==> config.mk <==
export PLATFORM = sky130hd
export DESIGN_NAME = multi_edge_detect
export DESIGN_NICKNAME = d
export VERILOG_FILES = /design/src/rtl/multi_edge_detect.sv
export SDC_FILE = /design/constraint.sdc
export NUM_CORES = 1
export LEC_CHECK = 0
export ABC_AREA = 1
export ABC_CLOCK_PERIOD_IN_PS = 2140
export CAP_MARGIN = 10
export CORE_ASPECT_RATIO = 2
export CORE_MARGIN = 4
export CORE_UTILIZATION = 54
export DETAILED_ROUTE_END_ITERATION = 6
export PLACE_DENSITY = 0.89
export SLEW_MARGIN = 25
export SYNTH_ARGS = -nofsm -noshare
export SYNTH_HDL_FRONTEND = slang
export SYNTH_SLANG_ARGS = --single-unit
==> constraint.sdc <==
create_clock -name clk -period 2.14 [get_ports clk]
set_input_delay 0.428 -clock clk [delete_from_list [all_inputs] [get_ports clk]]
set_output_delay 0.428 -clock clk [all_outputs]
set_load 0.03 [all_outputs]
==> src/rtl/multi_edge_detect.sv <==
// Per-channel synchronizer, debounce filter and edge detector for asynchronous level inputs.
// Each channel emits a one-cycle pulse, a sticky flag and a saturating count of selected edges.
module multi_edge_detect #(
    parameter int NCH    = 4,
    parameter int N_SYNC = 2,
    parameter int DB_CYC = 4,
    parameter int CNT_W  = 8
) (
    input  logic                 clk,
    input  logic                 rstn,
    input  logic [NCH-1:0]       level_in,
    input  logic [2*NCH-1:0]     mode,
    input  logic [NCH-1:0]       clr_sticky,
    input  logic [NCH-1:0]       clr_cnt,
    output logic [NCH-1:0]       pulse_out,
    output logic [NCH-1:0]       sticky_out,
    output logic [NCH-1:0]       level_filt,
    output logic [NCH*CNT_W-1:0] edge_cnt
);

    localparam int               DB_W    = (DB_CYC > 1) ? $clog2(DB_CYC) : 1;
    localparam logic [DB_W-1:0]  DB_LAST = DB_W'(DB_CYC - 1);
    localparam logic [CNT_W-1:0] CNT_MAX = '1;

    for (genvar i = 0; i < NCH; i++) begin : g_ch
        logic [N_SYNC-1:0] sync;
        logic              s;
        logic              f;
        logic              f_d;
        logic [DB_W-1:0]   c;
        logic              rise;
        logic              fall;
        logic              evt;
        logic              pulse_q;
        logic              sticky_q;
        logic [CNT_W-1:0]  cnt_q;

        assign s = sync[N_SYNC-1];

        // NOTE: every state register uses <= so all flops sample pre-edge values
        // regardless of block ordering; reset is synchronous, checked inside the clocked block.
        always_ff @(posedge clk) begin
            if (!rstn) begin
                sync <= '0;
            end else begin
                sync <= {sync[N_SYNC-2:0], level_in[i]};
            end
        end

        // c counts consecutive mismatch cycles; the DB_CYC-th one accepts the new level.
        always_ff @(posedge clk) begin
            if (!rstn) begin
                f   <= 1'b0;
                f_d <= 1'b0;
                c   <= '0;
            end else begin
                f_d <= f;
                if (s == f) begin
                    c <= '0;
                end else if (c == DB_LAST) begin
                    f <= s;
                    c <= '0;
                end else begin
                    c <= c + 1'b1;
                end
            end
        end

        assign rise = f & ~f_d;
        assign fall = ~f & f_d;
        assign evt  = (rise & mode[2*i]) | (fall & mode[2*i+1]);

        // An event in the same cycle as a clear wins: sticky stays set, count restarts at 1.
        always_ff @(posedge clk) begin
            if (!rstn) begin
                pulse_q  <= 1'b0;
                sticky_q <= 1'b0;
                cnt_q    <= '0;
            end else begin
                pulse_q <= evt;
                if (evt) begin
                    sticky_q <= 1'b1;
                end else if (clr_sticky[i]) begin
                    sticky_q <= 1'b0;
                end
                if (clr_cnt[i]) begin
                    cnt_q <= CNT_W'(evt);
                end else if (evt && (cnt_q != CNT_MAX)) begin
                    cnt_q <= cnt_q + 1'b1;
                end
            end
        end

        assign pulse_out[i]                    = pulse_q;
        assign sticky_out[i]                   = sticky_q;
        assign level_filt[i]                   = f;
        assign edge_cnt[CNT_W*i +: CNT_W]      = cnt_q;
    end

endmodule

# Word-level counts from Yosys, hierarchy flattened
# Index checks and enable logic that the tools add are counted.
[word_totals]
reg_bits = 64
out_inout_bits = 44
wordCells = 125
in_bits = 22
[classes]
n_addsub = 8
bitwise_logic = 33
reduce_logical = 24
mux = 16
n_eq_ne = 12
[op_table]
columns = ["operator", "count"]
rows = [
  ["adder 8 x 1 -> 8 bit, second input constant", 4],
  ["!= test 8 bit, second input constant", 4],
  ["AND 1 bit", 16],
  ["two-way mux 1 bit", 16],
  ["nonzero test 2 bit", 8],
  ["inverter 1 bit", 13],
  ["OR reduction 3 bit", 4],
  ["adder 2 x 1 -> 2 bit, second input constant", 4],
  ["== test 2 bit, second input constant", 4],
  ["AND reduction 2 bit", 4],
  ["OR reduction 2 bit", 4],
  ["== test 1 bit", 4],
  ["logical AND 1 bit", 4],
  ["OR 1 bit", 4],
]

# Depth between registers and ports, before layout
# Gate-level depths: netlist of the first run.
[depth]
ltp_word = 7
mapped_depth = 9
depth_no_buf = 9

# Least setup slack after synthesis of the first run
# Ideal clock, no wire load.
[synth_path]
path_kind = "register -> register"
from = "register g_ch[1].cnt_q[0]"
to = "register g_ch[1].cnt_q[1]"
path_buffers = 0
synth_period_minus_slack_ns = 1.484
stages_incl_launch_ff = 9
setup_ns = 0.116
required_ns = 2.024
t_arrival_ns = 1.369
path_slack_ns = 0.656
path_cell_list = "dfxtp_1 -> ha_1 -> nand2_1 -> nor2_2 -> nand2_2 -> nand2_4 -> inv_1 -> nor2_1 -> nor2_1"
[synth_between]
elab_chain_cells = 2
elab_cells_between_ends = 3
classes_between = "add/sub: 1; eq/ne: 1; reduce/logical: 1"
[synth_lines]
columns = ["element", "line_no", "rtl"]
rows = [
  ["from (decl)", "36", "logic [CNT_W-1:0] cnt_q;"],
  ["from (signal assigned)", "87", "cnt_q <= CNT_W'(evt);"],
  ["from (signal assigned)", "89", "cnt_q <= cnt_q + 1'b1;"],
  ["parallel branches: the longest is 2 deep, another holds adder 8 x 1 -> 8 bit", "n/a", ""],
]
# Parallel ways; which one is timed is not known.
# A chain may end at the register's enable or synchronous reset.

# Worst setup path in the final report of the first run
[layout_path]
from = "register g_ch[0].cnt_q[2]"
to = "output port edge_cnt[2]"
[layout_rtl]
columns = ["element", "line_no", "rtl"]
rows = [
  ["from (decl)", "36", ""],
  ["from (signal assigned)", "87", ""],
  ["from (signal assigned)", "89", ""],
  ["to (decl)", "18", "output logic [NCH*CNT_W-1:0] edge_cnt"],
]
# No word-level cell between the ends.

==> results_dict.tcl, run 1 <==
set metrics [dict create \
    p_per_area_mw_per_mm2 602 \
    switching_share_pct 22.9 \
    grt.overflow.total 0 \
    setup-tns-final_ns 0 \
    cts_resized 0 \
    clk_pin_slew_ns 0.07 \
    drc 0 \
    design.portCount 66 \
    slowest_stage "clkdlybuf4s50_1" \
    routed_wl_um 6570 \
    cp-end-kind "output pin" \
    dr.pass1.iters 6 \
    clockBufferDepth 2 \
    synth_area_mm2 0.00304 \
    ys_ff_latch 64 \
    h-tree-depth 3 \
    track_usage_pct 20.9 \
    synthTopCellsByArea "dfxtp_1 (42%), nand2_1 (11%), inv_1 (9.5%)" \
    antenna_found_initial 0 \
    drtIter0Drc 115 \
    root_buffer "clkbuf_8" \
    vias_per_cell 5.02 \
    period_share_pct 92.0 \
    yosysUniqueCellTypes 22 \
    power.switching_w 0.000531 \
    worst-setup-path-type "reg -> out" \
    grt_pass1_vias 2813 \
    intPower_w 0.00179 \
    cp.arrival_ns 1.54 \
    design_area_mm2 0.00386 \
    syn_nets 458 \
    diodes 0 \
    relSlewSlack_pct 77.2 \
    yosysSeqAreaShare_pct 42.2 \
    hold_viol 0 \
    synth_top_area_share_pct 42.2 \
    port_buffers 65 \
    synth_top_area_cell "dfxtp_1" \
    seqPwrFrac_pct 52.1 \
    skew_ns 0.00817 \
    final-max-slew-violation-count 0 \
    rows 38 \
    n_fill_cell 434 \
    rsz0062_at_grt "false" \
    critPathLaunchType "flip-flop" \
    cts_tree "built" \
    dieArea_mm2 0.00696 \
    seq_area_mm2 0.00128 \
    syn_inst 428 \
    grt_pass1_wl_um 11100 \
    path_buf_inv 1 \
    max_freq_mhz 508 \
    cts_buffers 9 \
    p_total_w 0.00232 \
    gp_congestion 0.960 \
    required_ns 1.71 \
    place_area_mm2 0.00366 \
    ir_drop_v 0.000726 \
    combPwrFrac_pct 4.3 \
    core_mm2 0.00542 \
    cts.sinks 64 \
    status "completed" \
    die_height_um 114 \
    multi_input_area_mm2 0.00135 \
    grt_max_degree 25 \
    clk_latency_ns 0.34 \
    worst_pin_slew_ns 0.340 \
    drv_cap 0 \
    hpwlAfterDp_um 5120 \
    area_growth_pct 27.1 \
    power_frac_clock_pct 43.5 \
    finalSetupViolations 0 \
    holdCritPathClass "reg -> reg" \
    fin_ws_ns 0.171 \
    power_leakage_nw 1.67 \
    synth-warning-count 0 \
    drtAntennaViolNets 0 \
    pre_cts_ws_ns 0.518 \
    layout-drive-gt1-share_pct 8.08 \
    final.min_clock_period_ns 1.97 \
    cpPeakStageDelay_ns 0.73 \
    wl_per_cell_um 11.8 \
    start_util_pct 56.0 \
    cp_max_fo 6 \
    nNetsFinal 520 \
    syn_avg_cell_area_um2 7.10 \
    hold_buffers 0 \
    cp_top_family "buffers and inverters" \
    path_cells "clkdlybuf4s50_1" \
    num_vias 2788 \
    die_w_um 61.0 \
    cts_setup_buffers 0 \
]
## stage by stage
| step | hold slack (ns) | util [%] | instances |
|---|---|---|---|
| after floorplan | 0.390 | - | 428 |
| after detailed placement | 0.403 | 67.6 | 539 |
| after CTS | 0.420 | 71.2 | 555 |
| after global routing | 0.435 | 71.2 | 555 |
| final | 0.418 | 71.2 | 555 |
| after global placement | 0.393 | 67.6 | 539 |
## path summary, 6_finish.rpt
path,end,slack [ns],cells past startpoint,start
worst max-delay path,edge_cnt[2],0.17,1,g_ch[0].cnt_q[2]
worst min-delay path,g_ch[2].sync[1],0.42,2,g_ch[2].sync[0]
worst max register to register,g_ch[1].cnt_q[1],0.70,8,g_ch[1].cnt_q[0]
worst min register to register,g_ch[2].sync[1],0.42,2,g_ch[2].sync[0]
## cell usage after synthesis
library cell	n
nand4_1	2
xor2_1	10
buf_2	1
o31ai_1	3
nand2_1	93
o211ai_1	4
nand2_2	8
nor2_8	1
clkbuf_1	1
dfxtp_1	64
inv_2	4
buf_4	13
a21oi_1	24
nor2_1	55
nand2_4	5
ha_1	8
nor2_2	3
o21ai_0	13
nor2_4	2
inv_1	77
nand3_1	35
nor3_1	2
## power groups by stage
stage	Sequential (W)	Clock (W)	Combinational (W)
finish	0.00121	0.00101	0.000101
global route	0.00121	0.00109	0.000112
CTS	0.00121	0.00103	0.000102
detailed placement	0.00124	0	0.000101
global placement	0.00124	0	0.0000982
floorplan	0.00124	0	0.0000400
## placed cells by master (no fill, tap or decap)
master	count
nor2_4	2
inv_1	77
o211ai_1	4
nand2_2	8
nor3_1	2
nand2_1	93
nor2_2	3
clkinvlp_4	2
a21oi_1	24
clkbuf_8	9
xor2_1	10
clkinv_4	2
clkdlybuf4s50_1	65
nand4_1	2
o21ai_0	13
o31ai_1	3
nand2_4	5
dfxtp_1	64
clkinv_2	2
nand3_1	35
nor2_1	55
bufinv_16	1
buf_4	1
nor2_8	1
inv_2	4
ha_1	8
## logic make-up (layout without fill, tap and decap cells)
group | after synthesis | count (layout) | share of synthesized area (%)
XOR/XNOR | 10 | 10 | 2.88
AND/OR/NAND/NOR | 206 | 206 | 30.3
adder cells (fa/ha/maj) | 8 | 8 | 3.30
buffers and inverters | 96 | 163 | 13.5
AO/OA/AOI/OAI | 44 | 44 | 7.83
flip-flops | 64 | 64 | 42.2
## area by class of cell
class | count | area share, %
Clock inverter | 7 | 1.88
Clock buffer | 9 | 3.21
Multi-Input combinational cell | 268 | 34.9
Timing Repair Buffer | 66 | 17.0
Tap cell | 60 | 1.94
Inverter | 81 | 7.87
Sequential cell | 64 | 33.2
## tightest hold or removal path: stages, from the launching register on
cell	delay (ns)
dfxtp_1	0.31
nand2_1	0.05
inv_1	0.04
## metal layers
| metal | routed length [um] | part of all wire (%) | global-route usage (%) | up-vias |
|---|---|---|---|---|
| met5 | 0 | 0 | 0 | - |
| met4 | 203 | 3.1 | 11.7 | 0 |
| met3 | 329 | 5.0 | 5.30 | 17 |
| met2 | 3680 | 56 | 38.7 | 87 |
| met1 | 2350 | 36 | 19.1 | 1256 |
| li1 | - | - | - | 1428 |
## registers in the layout, indices dropped and copies added, names as in the netlist
| name | flops |
|---|---|
| g_ch.sync | 8 |
| g_ch.cnt_q | 32 |
| g_ch.c | 8 |
| g_ch.f | 4 |
| g_ch.pulse_q | 4 |
| g_ch.f_d | 4 |
| g_ch.sticky_q | 4 |
No activity file was read; power rests on OpenSTA's default activity.
==> run 2: changes to the inputs <==
--- a/config.mk
+++ b/config.mk
@@ -6,13 +6,14 @@
 export NUM_CORES = 1
 export LEC_CHECK = 0
 export ABC_AREA = 1
-export ABC_CLOCK_PERIOD_IN_PS = 2140
+export ABC_CLOCK_PERIOD_IN_PS = 2250
 export CAP_MARGIN = 10
 export CORE_ASPECT_RATIO = 2
 export CORE_MARGIN = 4
-export CORE_UTILIZATION = 54
+export CORE_UTILIZATION = 62
 export DETAILED_ROUTE_END_ITERATION = 6
-export PLACE_DENSITY = 0.89
+export DONT_BUFFER_PORTS = 1
+export PLACE_DENSITY = 0.83
 export SLEW_MARGIN = 25
 export SYNTH_ARGS = -nofsm -noshare
 export SYNTH_HDL_FRONTEND = slang
==> constraint.sdc (replaced) <==
create_clock -name clk -period 2.25 [get_ports clk]
set_input_delay 0.45 -clock clk [delete_from_list [all_inputs] [get_ports clk]]
set_output_delay 0.45 -clock clk [all_outputs]
set_load 0.03 [all_outputs]
==> results_dict.tcl, run 2 (synthesis gave the netlist of run 1 again) <==
set metrics [dict create \
    cts_tree "built" \
    drtIter0Drc 156 \
    rows 35 \
    root_buffer "clkbuf_8" \
    cts_buffers 9 \
    design.portCount 66 \
    grt_pass1_wl_um 10700 \
    final_cell_mix "nand2_1 (93), inv_1 (77), dfxtp_1 (64)" \
    dieArea_mm2 0.00615 \
    layout-drive-gt1-share_pct 10.9 \
    p_per_area_mw_per_mm2 637 \
    hpwlAfterDp_um 4690 \
    max_freq_mhz 653 \
    h-tree-depth 3 \
    reg2reg_slack_ns 0.72 \
    drv_cap 0 \
    hold_buffers 0 \
    hold_end "g_ch[2].sync[1]" \
    clk_latency_ns 0.34 \
    cp-end-kind "flip-flop" \
    cp_max_fo 6 \
    die_height_um 107 \
    routed_wl_um 6270 \
    r2r-end "g_ch[1].cnt_q[1]" \
    regMostFlops "g_ch.cnt_q" \
    r2r_cells 9 \
    intPower_w 0.00161 \
    worst_pin_slew_ns 0.509 \
    setup-tns-final_ns 0 \
    seq_area_mm2 0.00128 \
    final-max-slew-violation-count 0 \
    critPathLaunchType "flip-flop" \
    relSlewSlack_pct 66.0 \
    switching_share_pct 22.3 \
    vias_per_cell 5.19 \
    rr_startpoint "g_ch[1].cnt_q[1]" \
    fin_ws_ns 0.718 \
    num_vias 2563 \
    holdCritPathClass "in -> reg" \
    status "completed" \
    gp_congestion 0.911 \
    pre_cts_ws_ns 0.724 \
    core_mm2 0.00469 \
    drtAntennaViolNets 0 \
    min-delay-start "rstn" \
    n_fill_cell 390 \
    cts_resized 0 \
    cts_setup_buffers 0 \
    skew_ns 0.00717 \
    drc 0 \
    area_growth_pct 7.17 \
    final.min_clock_period_ns 1.53 \
    port_buffers 0 \
    cp.arrival_ns 1.76 \
    grt_max_degree 26 \
    finalSetupViolations 0 \
    power.switching_w 0.000461 \
    placedCellCount 479 \
    power_leakage_nw 1.48 \
    largest_register_ffs 32 \
    ir_drop_v 0.000597 \
    nNetsFinal 465 \
    grt.overflow.total 0 \
    worst-setup-path-type "reg -> reg" \
    rsz0062_at_grt "false" \
    fin_cells 494 \
    wl_per_cell_um 12.7 \
    seqPwrFrac_pct 55.5 \
    final_common_cell "nand2_1" \
    cts.sinks 64 \
    track_usage_pct 22.1 \
    antenna_found_initial 0 \
    required_ns 2.48 \
    clockBufferDepth 2 \
    reg_top3 "g_ch.cnt_q x32, g_ch.c x8, g_ch.sync x8" \
    diodes 0 \
    grt_pass1_vias 2492 \
    power_frac_clock_pct 42.0 \
    start_util_pct 64.8 \
    multi_input_area_mm2 0.00135 \
    combPwrFrac_pct 2.5 \
    dr.pass1.iters 4 \
    hold_viol 0 \
    clk_pin_slew_ns 0.07 \
    die_w_um 57.5 \
    hold_depth 2 \
    period_share_pct 68.1 \
]
-- run 2: cell count changes in the layout (fill, tap and decap cells not counted), sizes merged --
cell | before | now
bufinv | 1 | 0
clkdlybuf4s50 | 65 | 0
clkinv | 4 | 2
buf | 1 | 11
clkinvlp | 2 | 1
clkbuf | 9 | 12
-- run 2: critical path, cell delays in order, from the launching register on --
cell and delay, ns:
dfxtp_1 0.33, buf_4 0.18, ha_1 0.20, nand2_1 0.10, nor2_2 0.18, nand2_2 0.12, nand2_4 0.10, inv_1 0.07
nor2_1 0.08, nor2_1 0.06
-- run 2: power groups by stage --
stage	clock [W]	sequential, W	combinational [W]
after floorplan	0	0.00118	0.0000381
after global placement	0	0.00117	0.0000512
after detailed placement	0	0.00117	0.0000526
after CTS	0.000877	0.00115	0.0000528
after global routing	0.000946	0.00115	0.0000595
final	0.000871	0.00115	0.0000522
-- run 2: worst max-delay path by stage --
stage                                start          endpoint  slack (ns)  cells after the start
after floorplan           g_ch[1].cnt_q[0]  g_ch[1].cnt_q[1]        0.77                      8
after global placement    g_ch[2].cnt_q[0]  g_ch[2].cnt_q[1]        0.80                      9
after detailed placement  g_ch[1].cnt_q[0]  g_ch[1].cnt_q[1]        0.72                      9
after CTS                 g_ch[1].cnt_q[0]  g_ch[1].cnt_q[1]        0.71                      9
after global routing      g_ch[2].cnt_q[0]  g_ch[2].cnt_q[7]        0.59                      9
final                     g_ch[1].cnt_q[1]  g_ch[1].cnt_q[1]        0.72                      9
-- run 2: area by class of cell --
cell class,instances,share of cell area (%)
clock buffer,12,4.77
clock inverter,3,0.538
inverter,81,9.34
multi-input combinational,268,41.4
sequential,64,39.4
tap,55,2.11
timing repair buffer,11,2.54
-- run 2: per-stage QoR --
step	hold WS, ns	power, W	utilization (%)	area (um2)
floorplan	0.390	0.00122	-	3040
global placement	0.392	0.00123	65.8	3080
detailed placement	0.400	0.00123	65.8	3080
CTS	0.198	0.00208	69.5	3260
global route	0.187	0.00215	69.5	3260
finish	0.207	0.00207	69.5	3260
-- run 2: routing by layer --
layer	global-route usage (%)	vias up	wire length [um]
met3	7.23	22	385
met4	10.4	0	182
li1	-	1321	-
met2	39.5	81	3350
met1	22.2	1139	2350
met5	0	-	0
